===== src/rtl/note_sequencer_ctrl.sv =====
// Multi-voice note sequencer: walks the song ROM, starts each note on every voice,
// and advances only once every enabled voice has reported its note finished.
module note_sequencer_ctrl #(
    parameter int NUM_VOICES = 2,
    parameter int ADDR_W     = 5,
    parameter int DUR_W      = 6,
    parameter int ROM_LAT    = 1
) (
    input  logic                  clk,
    input  logic                  reset,
    input  logic                  play,
    input  logic                  loop_en,
    input  logic [NUM_VOICES-1:0] voice_en,
    input  logic [NUM_VOICES-1:0] note_done,
    input  logic [DUR_W-1:0]      note_dur,
    output logic [ADDR_W-1:0]     note_addr,
    output logic                  new_note,
    output logic                  song_done,
    output logic                  busy
);

    localparam int LAT_W = ($clog2(ROM_LAT + 1) > 1) ? $clog2(ROM_LAT + 1) : 1;
    localparam logic [LAT_W-1:0]  LAT_LAST  = LAT_W'(ROM_LAT - 1);
    localparam logic [ADDR_W-1:0] ADDR_LAST = '1;

    localparam logic [2:0] S_IDLE      = 3'd0;
    localparam logic [2:0] S_FETCH     = 3'd1;
    localparam logic [2:0] S_NEW_NOTE  = 3'd2;
    localparam logic [2:0] S_WAIT      = 3'd3;
    localparam logic [2:0] S_NEXT_NOTE = 3'd4;
    localparam logic [2:0] S_END       = 3'd5;

    logic [2:0]            state;
    logic [2:0]            state_next;
    logic [LAT_W-1:0]      lat_cnt;
    logic [NUM_VOICES-1:0] done_seen;
    logic                  all_done;
    logic                  fetch_last;

    // A done pulse in the same cycle counts, and disabled voices are always done.
    assign all_done   = &(done_seen | note_done | ~voice_en);
    assign fetch_last = (lat_cnt == LAT_LAST);

    always_comb begin
        state_next = state;
        case (state)
            S_IDLE:      if (play) state_next = S_FETCH;
            S_FETCH:     if (fetch_last) state_next = (note_dur == '0) ? S_END : S_NEW_NOTE;
            S_NEW_NOTE:  state_next = S_WAIT;
            S_WAIT: begin
                if (!play)
                    state_next = S_IDLE;
                else if (all_done)
                    state_next = S_NEXT_NOTE;
            end
            S_NEXT_NOTE: state_next = (note_addr == ADDR_LAST) ? S_END : S_FETCH;
            S_END:       state_next = (loop_en && play) ? S_FETCH : S_IDLE;
            default:     state_next = S_IDLE;
        endcase
    end

    // Pausing leaves note_addr alone so a resume replays the interrupted note.
    always_ff @(posedge clk) begin
        if (reset) begin
            state     <= S_IDLE;
            note_addr <= '0;
            done_seen <= '0;
            lat_cnt   <= '0;
        end else begin
            state <= state_next;
            case (state)
                S_FETCH:     lat_cnt <= fetch_last ? '0 : lat_cnt + 1'b1;
                S_NEW_NOTE:  done_seen <= '0;
                S_WAIT:      done_seen <= done_seen | note_done;
                S_NEXT_NOTE: if (note_addr != ADDR_LAST) note_addr <= note_addr + 1'b1;
                S_END:       note_addr <= '0;
                default:     ;
            endcase
        end
    end

    assign new_note  = (state == S_NEW_NOTE);
    assign song_done = (state == S_END);
    assign busy      = (state != S_IDLE);

endmodule


===== config.mk =====
export PLATFORM = sky130hd
export DESIGN_NAME = note_sequencer_ctrl
export DESIGN_NICKNAME = d
export VERILOG_FILES = /design/src/rtl/note_sequencer_ctrl.sv
export SDC_FILE = /design/constraint.sdc
export NUM_CORES = 1
export LEC_CHECK = 0
export CORE_MARGIN = 2
export CORE_UTILIZATION = 40
export CTS_CLUSTER_DIAMETER = 60
export CTS_CLUSTER_SIZE = 25
export DETAILED_ROUTE_END_ITERATION = 8
export GPL_TIMING_DRIVEN = 0
export PLACE_DENSITY = 0.75
export SLEW_MARGIN = 20
export SYNTH_ARGS = -nofsm -noshare
export SYNTH_HDL_FRONTEND = slang
export SYNTH_SLANG_ARGS = --single-unit
export TNS_END_PERCENT = 20

===== constraint.sdc =====
create_clock -name clk -period 2.1 [get_ports clk]
set_input_delay 0.21 -clock clk [delete_from_list [all_inputs] [get_ports clk]]
set_output_delay 0.21 -clock clk [all_outputs]
set_load 0.03 [all_outputs]

==> results of run 1 <==
[how the worst min path moves through the flow]
| stage | startpoint | end | slack [ns] | cells after the start |
|---|---|---|---|---|
| 2_1_floorplan | reset | state[1] | 0.29 | 1 |
| 3_3_place_gp | done_seen[1] | done_seen[1] | 0.50 | 2 |
| 3_5_place_dp | done_seen[1] | done_seen[1] | 0.50 | 2 |
| 4_1_cts | done_seen[1] | done_seen[1] | 0.51 | 2 |
| 5_1_grt | done_seen[0] | done_seen[0] | 0.57 | 2 |
| 6_report | done_seen[0] | done_seen[0] | 0.51 | 2 |
[cell usage after synthesis]
master | instances | area, um2
sky130_fd_sc_hd__dfxtp_1 | 10 | 200.2
sky130_fd_sc_hd__nor2_1 | 6 | 22.52
sky130_fd_sc_hd__a21oi_1 | 5 | 25.02
sky130_fd_sc_hd__nand2_1 | 3 | 11.26
sky130_fd_sc_hd__nor2b_1 | 3 | 18.77
sky130_fd_sc_hd__nor3_1 | 3 | 15.01
sky130_fd_sc_hd__buf_6 | 2 | 22.52
sky130_fd_sc_hd__ha_1 | 2 | 25.02
sky130_fd_sc_hd__mux2i_1 | 2 | 20.02
sky130_fd_sc_hd__nand4_1 | 2 | 12.51
sky130_fd_sc_hd__nor3b_1 | 2 | 15.01
sky130_fd_sc_hd__nor4_1 | 2 | 12.51
sky130_fd_sc_hd__o21ai_0 | 2 | 10.01
sky130_fd_sc_hd__xor2_1 | 2 | 17.52
sky130_fd_sc_hd__a31oi_1 | 1 | 6.260
sky130_fd_sc_hd__and2_1 | 1 | 6.260
sky130_fd_sc_hd__and2b_1 | 1 | 7.510
sky130_fd_sc_hd__and3_1 | 1 | 6.260
sky130_fd_sc_hd__and4bb_2 | 1 | 12.51
sky130_fd_sc_hd__clkbuf_1 | 1 | 3.750
sky130_fd_sc_hd__nand3_1 | 1 | 5.000
sky130_fd_sc_hd__nor2_2 | 1 | 6.260
sky130_fd_sc_hd__nor4b_4 | 1 | 23.77
sky130_fd_sc_hd__o211a_1 | 1 | 10.01
sky130_fd_sc_hd__o41ai_1 | 1 | 8.760
sky130_fd_sc_hd__or2_1 | 1 | 6.260
sky130_fd_sc_hd__or3_1 | 1 | 6.260
sky130_fd_sc_hd__xnor2_1 | 1 | 8.760
[state kept, by name (all words and copies together) (netlist names)]
| register | cells |
|---|---|
| state | 3 |
| done_seen | 2 |
| note_addr | 5 |
[tightest hold or removal path, delay by kind of cell, from the launching register on]
| kind | cells | cell delay, ns |
|---|---|---|
| compound gates | 1 | 0.11 |
| simple gates | 1 | 0.05 |
| flops | 1 | 0.31 |
[through the flow]
stage	instances	total power [mW]
2_1_floorplan	60	0.2878
3_3_place_gp	96	0.3382
3_5_place_dp	96	0.3405
4_1_cts	100	0.5105
5_1_grt	100	0.5333
6_report	100	0.5050
[final cells by class]
type                       count  area [um2]  area share [%]
tap                           15       18.77           2.315
multi-input combinational     47       319.1           39.35
buffer                         3       27.53           3.395
clock buffer                   4       36.28           4.475
timing repair buffer          21       209.0           25.77
sequential                    10       200.2           24.69
[where the power goes]
part | total (mW) | switching [mW] | internal (mW) | leakage, nW
Combinational | 0.129 | 0.0621 | 0.0668 | 0.211
Sequential | 0.204 | 0.00451 | 0.200 | 0.0812
Clock | 0.172 | 0.0666 | 0.105 | 0.0210
[metal layers]
metal | up-vias | GRT usage [%]
met5 | - | 0
met4 | 0 | 5.000
met3 | 2 | 9.783
met2 | 10 | 29.30
met1 | 217 | 19.08
li1 | 268 | -
[cells by family (layout without fill, tap and decap cells)]
group / count (synthesis) / after routing / synth area share, %
AOI/OAI and AO/OA: 10 / 10 / 11.01
xor gates and xnor gates: 3 / 3 / 4.817
adders and majority gates: 2 / 2 / 4.586
buffers and inverters: 3 / 28 / 4.816
DFF: 10 / 10 / 36.70
muxes: 2 / 2 / 3.670
and+or+nand+nor: 30 / 30 / 34.40
[timing repair]
action / 4_1_cts / 5_1_grt
endpoints found under the hold margin: 0 / 0
cloned: 0 / 0
endpoints found under the setup margin: 1 / 1
gates resized for setup: 1 / 2
==> run summary, run 1 <==
After filler insertion, the fill cell instance count of the layout stands at 112. On the critical path, the stage with the largest delay is an instance of sky130_fd_sc_hd__clkdlybuf4s50_1. The TritonCTS clock tree is built. OpenSTA, run right after detailed placement, puts the worst setup slack at 0.1516 ns.

The final setup violation count came out at 0. The flop and latch count out of synthesis came out at 10. The largest net degree at the start of global routing came out at 11. The most common library cell in the layout ignoring fill and taps is sky130_fd_sc_hd__clkdlybuf4s50_1. The die covers 1675 um2. Setup repair after global routing left no endpoint under its margin. The number of global-route vias before repair came out at 460. The arrival time of the worst setup path came out at 1.73 ns. The met2 layer wire length in the routed design is 558 um.

The final sum of negative setup slack came out at 0 ns. The wire-length estimate of the detail-placed layout is 951.7 um. The utilization after layout came out at 63.10%. The starting utilization of the core area came out at 42.45%. In this run the register-to-register setup slack is 0.21 ns.

The ratio of cells with drive above 1 in the final layout is 11.76%. In this run the number of cells on the critical path is 4. The port buffer count is 21.

The cell area after layout is 810.8 um2. The worst setup path is captured at a primary output. The combined buffer and inverter count along the critical path is 2. The layout net count came out at 102. The initial antenna violation count was 0. The final critical delay including setup and external delays came out at 1.936 ns. The depth of the worst register-to-register path is 7. The longest clock path from root to sink contains 2 buffers. The wire length per cell after detailed routing is 11.80 um. The maximum resistive drop on vdd came out at 0.0005783 V. The biggest cell delay along the critical path is 0.67 ns. The count of final max-slew check failures is 0. The total number of clock tree sinks is 10.

The worst register-to-register path begins at note_addr[0]. In this run the clock root is driven by a sky130_fd_sc_hd__clkbuf_4. Dividing the final minimum period by the clock period gives 92.18%.

Synthesis instantiated 28 different standard cells from the library. The average footprint of a synthesized cell is 9.092 um2. The total wire length came out at 1.180 mm. The number of buffers added to fix hold violations after cts is 0. The worst setup path is launched from a register. The min-delay analysis places its worst path in the category reg2reg. For this run, the register share of the synthesized area comes to 36.70%.

For the pin with the worst max-slew slack, the measured transition is 0.4098 ns. In this run the top signal layer used is met4. The number of iterations in the first detailed-routing pass came out at 4. The insertion delay of the later-clocked pin in the worst-skew pair is 0.27 ns. The top cell types in the final layout, fill and taps aside, are sky130_fd_sc_hd__clkdlybuf4s50_1, sky130_fd_sc_hd__dfxtp_1, sky130_fd_sc_hd__nor2_1. The final worst slack is 0.1643 ns. The routability-driven placement congestion ratio is 0.7446.

The post-synthesis instance area is 545.5 um2. The horizontal die dimension came out at 40.93 um. The routed layout has 497 vias.

The destination of the critical timing path is song_done. The gate count of the mapped netlist came out at 60. The first global-routing pass estimated 1.849 mm of wire. 22 I/O pins were placed. The post-CTS clock slew at the launch and capture registers of the worst setup and hold paths came out at 0.06 ns. The post-detailed-route DRC marker count came out at 0.

The tool flagged a number of max-cap violations equal to 0. The worst hold slack came out at 0.5080 ns. The number of nets in the synthesized netlist is 76. Clock skew on the completed layout was measured at 0.001974 ns.

In this run the number of H-tree levels came out at 1. Global routing consumed, over all layers together, 17.68% of the routing resources. The region available for standard cell placement spans 1285 um2.

During synthesis, Yosys emitted a total of 0 warnings. The count of antenna-violating nets left after detailed routing came out at 0. The power per standard cell area is 622.9 nW/um2. Headroom to the max-slew limit came out at 72.56%. The cell family contributing the most delay on the critical path is buffers and inverters. The critical path goes through buf_6, and2b_1, and2_1, clkdlybuf4s50_1.

Timing would allow up to 516.6 MHz. The launching instance or port of the critical path is state[1]. The standard-cell row count is 13.

The height of the die came out at 40.93 um. The worst setup path is of the reg2out kind. For this block, the initial DRC count from the detailed router was 6.

The flow ran to the end, and the final reports show no timing, DRC or antenna violations. In this run the critical register-to-register path is captured at note_addr[3]. The largest fanout on the critical path came out at 10.

The remaining global-route overflow is 0. The hold violation total from the final report is 0. The number of antenna diodes in the final layout is 0. The total CTS buffers came out at 3. The total setup buffers inserted after CTS is 0. The cell area after placement came out at 774.5 um2. Data on the critical path is required at its endpoint by 1.89 ns. Summed over all nets, wire length on met3 after detailed routing comes to 60 um.

The number of vias per cell after detailed routing is 4.970. The area growth from synthesis to layout is 48.62%. The routed metal-1 wirelength came out at 554 um. The cell leakage power is 0.3129 nW.
Note: power is estimated with default switching activity, not from simulation.
==> run 2: changes to the inputs <==
- CTS_BUF_LIST: unset -> sky130_fd_sc_hd__clkbuf_16
- SKIP_LAST_GASP: unset -> 1
- clock period: 2.1 -> 2.12 ns (I/O delays scaled with it)
==> run 2 against run 1 <==
Net effect: count of clock-buffer cells in the layout shrank 1; non-clock buffer count did not move; sequential share of layout area shrank 1.2 points; clock skew up 0.0022 ns; die area unchanged; first-iteration DRC count stayed put; clock power grew 95%; global-route usage increased by 1.5 points; largest power group is now clock.
==> run summary, run 2 (synthesis results as in run 1) <==
The total setup buffers inserted after CTS is 0 (unchanged). The number of H-tree branching levels was 1 (unchanged). The cell leakage power is 0.3270 nW (+4.5%). The total wire length is 1.249 mm (+5.8%). The critical path endpoint category is a primary output. The post-CTS clock slew at the launch and capture registers of the worst setup and hold paths came out at 0.04 ns (-0.02 ns).

The height of the die came to 40.93 um (unchanged). The worst hold slack was 0.5054 ns (-0.002543 ns). The starting utilization of the core area came out at 42.45% (unchanged). The maximum root-to-sink buffer count is 2 (unchanged).

The flow ran to the end, and the final reports show no timing, DRC or antenna violations. Setup repair after global routing left no endpoint under its margin. The wire length of the first global-routing pass is 1.952 mm (+5.6%). The remaining global-route overflow is 0 (unchanged). The ratio of cells with drive above 1 in the final layout is 9.412% (-2.4 points). The final critical delay including setup and external delays is 1.980 ns.

The area occupied by multi-input gates came out at 319.1 um2 (unchanged). The number of vias per cell after detailed routing is 5.230 (+5.2%). The wire length per cell after detailed routing was 12.49 um (+5.8%).

The total CTS buffers is 3 (unchanged). The tree is rooted in a sky130_fd_sc_hd__clkbuf_16. The horizontal die dimension is 40.93 um (unchanged).

The cell area after layout came to 852.1 um2 (+5.1%). The total number of clock tree sinks is 10 (unchanged). TritonCTS built the clock tree. The cell area after placement came out at 774.5 um2 (unchanged). The library cell used most frequently in the layout, excluding fill and tap cells, is sky130_fd_sc_hd__clkdlybuf4s50_1. The hold violation total from the final report is 0 (unchanged). The flip-flop count of the largest register, all copies and words added was 5 (unchanged). The total area of sequential cells came out at 200.2 um2 (unchanged).

The final sum of negative setup slack is 0 ns (unchanged). Timing would allow up to 505.1 MHz. The count of vias placed by the detailed router is 523 (+5.2%). The largest clock skew in the final design came to 0.004198 ns (+0.002224 ns). The post-detailed-route DRC marker count is 0 (unchanged).

The count of final max-slew check failures is 0 (unchanged). In the layout the commonest cells are sky130_fd_sc_hd__clkdlybuf4s50_1, sky130_fd_sc_hd__dfxtp_1, sky130_fd_sc_hd__nor2_1. For this design, the slowest cell found on the critical path is sky130_fd_sc_hd__clkdlybuf4s50_1. The number of fillers in the final layout is 110 (-1.8%). The largest fanout on the critical path was 10 (unchanged). The number of iterations in the first detailed-routing pass is 3 (-1).

The insertion delay of the later-clocked pin in the worst-skew pair is 0.24 ns (-0.03 ns). The count of antenna-violating nets left after detailed routing was 0 (unchanged). The number of inserted diodes came to 0 (unchanged). The HPWL reported at the end of detailed placement came out at 951.7 um (unchanged).

The count of pins on the block boundary came to 22 (unchanged). The slew at the pin closest to its max-slew limit came out at 0.4016 ns (-0.008197 ns). The tightest slew margin relative to the limit came out at 72.98% (+0.42 points).

In the final layout, the registers with the most flip-flops are note_addr (5), state (3), done_seen (2). The arrival time of the worst setup path is 1.77 ns (+0.04 ns). The die footprint came out at 1675 um2 (unchanged). The final setup violation count is 0 (unchanged). The count of max-cap constraint violations came out at 0 (unchanged). Traced cell by cell, the critical path runs through clkbuf_1, and2_1, clkdlybuf4s50_1. The critical path is of the reg2out type.

The power per standard cell area is 784.1 nW/um2 (+26%). The power consumption came out at 0.6681 mW (+32%). The detailed router's first-iteration violation count came to 6 (unchanged).

The combined buffer and inverter count along the critical path came out at 2 (unchanged). The standard-cell row count came out at 13 (unchanged). The total core area was 1285 um2 (unchanged). Compared with the post-synthesis result, the final layout area differs by 56.19%. The largest net degree at the start of global routing came out at 11 (unchanged). The final worst-path cycle share is 93.39%. Ranked by flip-flop count, first place goes to note_addr.

The all-layer global routing usage came out at 19.21% (+1.5 points). The routability-driven placement congestion ratio was 0.7446 (unchanged). The port buffer count came out at 21 (unchanged). The cell family contributing the most delay on the critical path is buffers and inverters.

The critical path startpoint category is a register. The number of global-route vias before repair came out at 483 (+5.0%). The initial antenna violation count is 0 (unchanged).

The layout net count is 102 (unchanged). The maximum resistive drop on vdd is 0.0004701 V (-19%). The worst hold path belongs to the class reg2reg. The biggest cell delay along the critical path was 0.67 ns (about the same). The required arrival time at the worst endpoint came to 1.91 ns (+0.02 ns).
==> run 2: changes by cell type in the layout (fill, tap and decap cells not counted), sizes merged <==
| cell | previous run | this run |
|---|---|---|
| clkbuf | 5 | 4 |
| clkinv | 0 | 1 |
==> run 2: final cells by class <==
cell class / count / share of cell area (%)
well taps: 15 / 2.203
clock buffers: 3 / 8.811
plain buffers: 3 / 3.084
repair buffers: 21 / 24.52
clock inverters: 1 / 0.4405
multi-input cells: 47 / 37.44
flip-flops and latches: 10 / 23.49
==> run 2: final timing paths <==
path	endpoint	cells past startpoint	slack (ns)	startpoint
hold reg to reg	done_seen[0]	2	0.51	done_seen[0]
hold / removal	done_seen[0]	2	0.51	done_seen[0]
setup reg to reg	note_addr[3]	7	0.23	note_addr[0]
setup / recovery	song_done	3	0.14	state[2]
==> run 2: repair_timing <==
action                     CTS  global route
gates resized for setup      1             0
setup endpoints to repair    1             0
hold buffers                 0             0
==> run 2: per-layer routing <==
layer	wire (um)	global-route usage, %
met4	16	10.00
met5	0	0
met1	562	17.65
met2	616	33.98
met3	54	9.783
==> run 2: power breakdown <==
group | leakage, nW | switching (mW) | internal (mW) | total (mW)
clock network | 0.0385 | 0.0891 | 0.247 | 0.336
registers | 0.0812 | 0.00441 | 0.199 | 0.203
logic | 0.207 | 0.0624 | 0.0660 | 0.128
==> run 2: through the flow <==
stage | utilization [%] | cells | setup slack (ns)
finish | 66.31 | 100 | 0.1401
global route | 66.31 | 100 | 0.03315
CTS | 66.31 | 100 | 0.1323
detailed placement | 60.27 | 96 | 0.1696
global placement | 60.27 | 96 | 0.1763
floorplan | - | 60 | 0.2417
==> run 2: worst min-delay path, cell delays in order (launching register included) <==
cell and delay [ns]:
sky130_fd_sc_hd__dfxtp_1 0.30, sky130_fd_sc_hd__a21oi_1 0.11, sky130_fd_sc_hd__nor3_1 0.05
